[config.mk]
export PLATFORM = sky130hd
export DESIGN_NAME = tile_spawn_scheduler
export DESIGN_NICKNAME = d
export VERILOG_FILES = /design/src/rtl/tile_spawn_scheduler.sv
export SDC_FILE = /design/constraint.sdc
export NUM_CORES = 1
export LEC_CHECK = 0
export ABC_AREA = 1
export BUFFER_PORTS_ARGS = -buffer_cell sky130_fd_sc_hd__buf_2
export CAP_MARGIN = 20
export CORE_MARGIN = 2
export CORE_UTILIZATION = 60
export CTS_CLUSTER_SIZE = 40
export DETAILED_ROUTE_END_ITERATION = 12
export PLACE_DENSITY = 0.86
export SLEW_MARGIN = 20
export SYNTH_ARGS = -nofsm -noshare
export SYNTH_HDL_FRONTEND = slang
export SYNTH_SLANG_ARGS = --single-unit
export TNS_END_PERCENT = 30
[constraint.sdc]
create_clock -name Clk -period 5.55 [get_ports Clk]
set_input_delay 0.555 -clock Clk [delete_from_list [all_inputs] [get_ports Clk]]
set_output_delay 0.555 -clock Clk [all_outputs]
set_load 0.01 [all_outputs]
[src/rtl/tile_spawn_scheduler.sv]
// tile_spawn_scheduler
//   Queues per-lane tile spawn requests and offers them one at a time to the
//   tile renderer, spacing accepted spawns by a speed-dependent gap.
//
// Ports
//   Clk          system clock, rising edge
//   Reset        synchronous, active-high reset
//   enable       game active; low flushes the queue and idles the FSM
//   block_req    [3:0] per-lane spawn request pulses (bit i = lane i)
//   speed        [3:0] difficulty level, sampled on the handshake edge
//   pause        suspends new offers and freezes the gap counter
//   spawn_valid  a spawn is offered to the renderer
//   spawn_lane   [1:0] lane of the offered spawn (0 when not valid)
//   spawn_ready  renderer accepts the offer
//   queue_count  [3:0] current queue occupancy
//   overflow     sticky, a request was dropped (cleared only by Reset)
//   busy         FSM is outside IDLE
module tile_spawn_scheduler #(
    parameter int DEPTH    = 8,
    parameter int BASE_GAP = 48,
    parameter int MIN_GAP  = 4
) (
    input  logic       Clk,
    input  logic       Reset,
    input  logic       enable,
    input  logic [3:0] block_req,
    input  logic [3:0] speed,
    input  logic       pause,
    output logic       spawn_valid,
    output logic [1:0] spawn_lane,
    input  logic       spawn_ready,
    output logic [3:0] queue_count,
    output logic       overflow,
    output logic       busy
);

    localparam int PW = (DEPTH > 1) ? $clog2(DEPTH) : 1;
    localparam int AW = PW + 3;

    typedef enum logic [2:0] {IDLE, READY, OFFER, GAP, PAUSED} state_t;

    state_t        state, state_nx;
    logic [1:0]    mem [DEPTH];
    logic [PW-1:0] rd_ptr, wr_ptr, wr_nx, rd_inc;
    logic [PW-1:0] wr_idx [4];
    logic [3:0]    count;
    logic [15:0]   gap_cnt, gap_cnt_nx, gap_load;
    logic signed [15:0] gap_s;
    logic          overflow_r;
    logic          pop;

    // Request acceptance: lanes are taken in ascending order against the
    // free space seen before this edge's pop, so a pop never frees a slot
    // for a same-edge request.
    logic [3:0]    free;
    logic [2:0]    n_acc;
    logic [1:0]    acc_lane [4];
    logic          drop;

    always_comb begin
        free  = 4'(DEPTH) - count;
        n_acc = '0;
        drop  = 1'b0;
        for (int unsigned i = 0; i < 4; i++) acc_lane[i] = '0;
        for (int unsigned i = 0; i < 4; i++) begin
            if (enable && block_req[i]) begin
                if ({1'b0, n_acc} < free) begin
                    acc_lane[n_acc[1:0]] = 2'(i);
                    n_acc                = n_acc + 3'd1;
                end else begin
                    drop = 1'b1;
                end
            end
        end
    end

    // Ring-buffer write slots; indices only matter for slots below n_acc,
    // which never exceed 2*DEPTH so one wrap subtraction suffices.
    always_comb begin
        logic [AW-1:0] sum;
        for (int unsigned j = 0; j < 4; j++) begin
            sum = AW'(wr_ptr) + AW'(j);
            if (sum >= AW'(DEPTH)) sum = sum - AW'(DEPTH);
            wr_idx[j] = PW'(sum);
        end
        sum = AW'(wr_ptr) + AW'(n_acc);
        if (sum >= AW'(DEPTH)) sum = sum - AW'(DEPTH);
        wr_nx  = PW'(sum);
        rd_inc = (rd_ptr == PW'(DEPTH - 1)) ? '0 : rd_ptr + PW'(1);
    end

    always_comb begin
        gap_s = 16'(BASE_GAP) - 16'({speed, 2'b00});
        if (gap_s < $signed(16'(MIN_GAP))) gap_s = 16'(MIN_GAP);
        gap_load = 16'(gap_s) - 16'd1;
    end

    assign pop = (state == OFFER) && spawn_ready && enable;

    always_comb begin
        state_nx   = state;
        gap_cnt_nx = gap_cnt;
        if (!enable) begin
            state_nx = IDLE;
        end else begin
            case (state)
                IDLE:   state_nx = READY;
                READY: begin
                    if (pause)              state_nx = PAUSED;
                    else if (count != '0)   state_nx = OFFER;
                end
                OFFER: begin
                    if (spawn_ready) begin
                        state_nx   = GAP;
                        gap_cnt_nx = gap_load;
                    end
                end
                GAP: begin
                    if (!pause) begin
                        if (gap_cnt == '0) state_nx   = READY;
                        else               gap_cnt_nx = gap_cnt - 16'd1;
                    end
                end
                PAUSED: if (!pause) state_nx = READY;
                default: state_nx = IDLE;
            endcase
        end
    end

    always_ff @(posedge Clk) begin
        if (Reset) begin
            state      <= IDLE;
            rd_ptr     <= '0;
            wr_ptr     <= '0;
            count      <= '0;
            gap_cnt    <= '0;
            overflow_r <= 1'b0;
        end else begin
            state   <= state_nx;
            gap_cnt <= gap_cnt_nx;
            if (!enable) begin
                rd_ptr <= '0;
                wr_ptr <= '0;
                count  <= '0;
            end else begin
                for (int unsigned j = 0; j < 4; j++) begin
                    if (3'(j) < n_acc) mem[wr_idx[j]] <= acc_lane[j];
                end
                wr_ptr <= wr_nx;
                if (pop) rd_ptr <= rd_inc;
                count <= count + {1'b0, n_acc} - {3'b000, pop};
                if (drop) overflow_r <= 1'b1;
            end
        end
    end

    assign spawn_valid = (state == OFFER);
    assign spawn_lane  = spawn_valid ? mem[rd_ptr] : '0;
    assign queue_count = count;
    assign overflow    = overflow_r;
    assign busy        = (state != IDLE);

endmodule

==> results.yml <==
cells_and_area:
  synthToLayoutAreaGrowth_pct: 5.85
  utilization: 0.644
  design_area_um2: 4600
  drive_gt1_frac: 0.106
  finalNetCount: 712
  antenna_cells: 0
critical_path:
  cp_slowest_stage_delay_ns: 0.51
  arrival_ns: 5.01
  crit_slowest_cell: "o21ai_4"
  path_common_cell: "nand2_1"
  worstPathRequired_ns: 5.62
  ff2ff_setup_slack_ns: 0.61
  critPathKind: "flip-flop to flip-flop"
  critical_path.max_fanout: 24
  cp-end-kind: "flip-flop"
  cp-start-kind: "flip-flop"
yosys:
  ys.flop_type: "dfxtp_1"
  syn_avg_cell_area_um2: 6.63
  synth-seq-cells: 49
  synth_area_leaders: "dfxtp_1, nand2_1, edfxtp_1"
  netlist_instances: 655
  synth_most_common_cell: "nand2_1"
  yosys-top-cells-count: "nand2_1, inv_1, nor2_1"
  synth_top_area_share: 0.152
  yosysUniqueCellTypes: 46
  seq_area_frac_synth: 0.263
  async_flop_share: 0
  synth_area_um2: 4340
  yosys_warnings: 0
  synth-edff-count: 16
  synth_nets: 700
  synth_area_leader_cell: "dfxtp_1"
timing:
  rsz0062_at_grt: "false"
  setup_viol_count_final: 0
  fmax_mhz: 202
  final.setup_skew_ns: 0.00669
  finalSetupTns_ns: 0
  timing.final.crit_period_ns: 4.94
  slew_violations: 0
  layout_worst_path_cycle_share: 0.891
  worst_slack_ns: 0.605
  relSlewSlack: 0.581
  tightestPinTransition_ns: 0.625
  hold_viol: 0
power:
  fin_total_pwr_uw: 1710
  leakage_uw: 0.00229
  power_density_nw_per_um2: 373
  vdd_drop_max_v: 0.000306
floorplan:
  core_area_um2: 7140
  die_height_um: 89.1
  start_util: 0.609
  die_area_um2: 7940
  die_w_um: 89.1
  io_pins: 22
  rows: 31
placed_design:
  dpl_cell_area_um2: 4500
  hpwl_mm: 7.88
  io_buffers: 21
  gp_congestion: 0.955
  dp_worst_setup_slack_ns: 0.470
clock_network:
  clk_latency_ns: 0.30
  cts_root_buffer: "clkbuf_8"
  cts_sinks: 49
  path_clk_slew_ns: 0.09
  cts_buffers: 5
  htree_levels: 2
  holdBufCountCts: 0
  cts_tree: "built"
  clock_path_buffers: 2
grt:
  grt_use_total: 0.267
  grt-ovfl-total: 0
  first_global_vias: 4068
  grt_max_degree: 50
  antenna_found_initial: 0
  grt_pass1_wl_mm: 17.3
detailed_routing:
  drt-total-wl_mm: 10.3
  ant_nets: 0
  post-route-drc-count: 0
  detail_route.first_pass.iterations: 5
  wl_per_cell_um: 13.4
  viasPerCell: 5.73
  dr_total_vias: 4392
  drtIter0Drc: 359
status:
  outcome: "complete, no violations"
hold_path:
  hp-class: "flip-flop to flip-flop"
job:
  timing.max_cap.violations: 0
[placed cells by master (no fill, tap or decap), types with 2 or more instances in the layout]
cell type,synthesis,final
nand2_1,137,137
inv_1,109,109
nor2_1,54,54
nand4_1,51,51
nand3_1,43,43
o21ai_0,39,38
dfxtp_1,33,33
ha_1,30,30
buf_2,2,21
a21oi_1,19,19
nor3_1,16,16
edfxtp_1,16,16
nand2_2,10,10
xor2_1,9,9
inv_2,7,7
nand3_2,7,7
a31oi_1,7,7
o21ai_1,5,6
xnor2_1,6,6
o22ai_1,6,6
clkbuf_8,0,5
nand2_4,4,4
or2_2,4,4
o211ai_1,2,2
nor4_1,2,2
nor3_2,2,2
fa_1,2,2
buf_4,2,2
[per-stage QoR]
step	instances	hold slack, ns
floorplan	655	0.450
global placement	759	0.437
detailed placement	759	0.452
CTS	767	0.465
global route	767	0.528
finish	767	0.468
[where the power goes]
group / total, uW / switching, uW / internal [uW]
sequential: 478 / 40.2 / 438
clock: 233 / 118 / 116
combinational: 1000 / 670 / 333
[metal layers]
metal | up-vias | global-route usage | routed length, um
li1 | 2198 | - | -
met1 | 1981 | 0.330 | 4260
met2 | 191 | 0.480 | 5100
met3 | 22 | 0.0286 | 713
met4 | 0 | 0.0936 | 205
met5 | - | 0 | 0
[worst max-delay path, delay by kind of cell (launching register included)]
| kind | cells | cell delay (ns) |
|---|---|---|
| AO/OA/AOI/OAI | 3 | 0.97 |
| adder cells (fa/ha/maj) | 4 | 1.03 |
| buffers and inverters | 5 | 0.52 |
| flip-flops | 1 | 0.41 |
| AND/OR/NAND/NOR | 19 | 1.76 |
[kinds of logic after synthesis]
group           count (synthesis)  share of synthesized area
simple gates                  338                      0.378
buf+inv                       136                      0.124
compound gates                 85                      0.110
flops                          49                      0.263
fa+ha+maj                      32                     0.0956
xor+xnor                       15                     0.0302
[state kept, by name (all words and copies together), names as in the netlist, named ones only]
signal,cells
wr_ptr,3
state,3
overflow,1
queue_count,4
mem,16
rd_ptr,3
gap_cnt,16
[area by class of cell]
cell class                      instances  area (um^2)
Sequential cell                        49         1140
Multi-Input combinational cell        470         2670
Clock buffer                            7         97.6
Timing Repair Buffer                   23          120
Clock inverter                          1         5.00
Inverter                              118          445
Tap cell                               99          124
Fill cell                             634         2540
[worst paths after layout]
kind | from | cells past startpoint | to
worst max-delay path | queue_count[0] | 31 | mem[2][0]
worst min-delay path | overflow | 2 | overflow
worst max register to register | queue_count[0] | 31 | mem[2][0]
worst min register to register | overflow | 2 | overflow
[timing repair]
action	4_1_cts	5_1_grt
resized for setup	0	1
endpoints found under the setup margin	0	10
buffers inserted	0	0
Power figures use the tool's default switching activity.
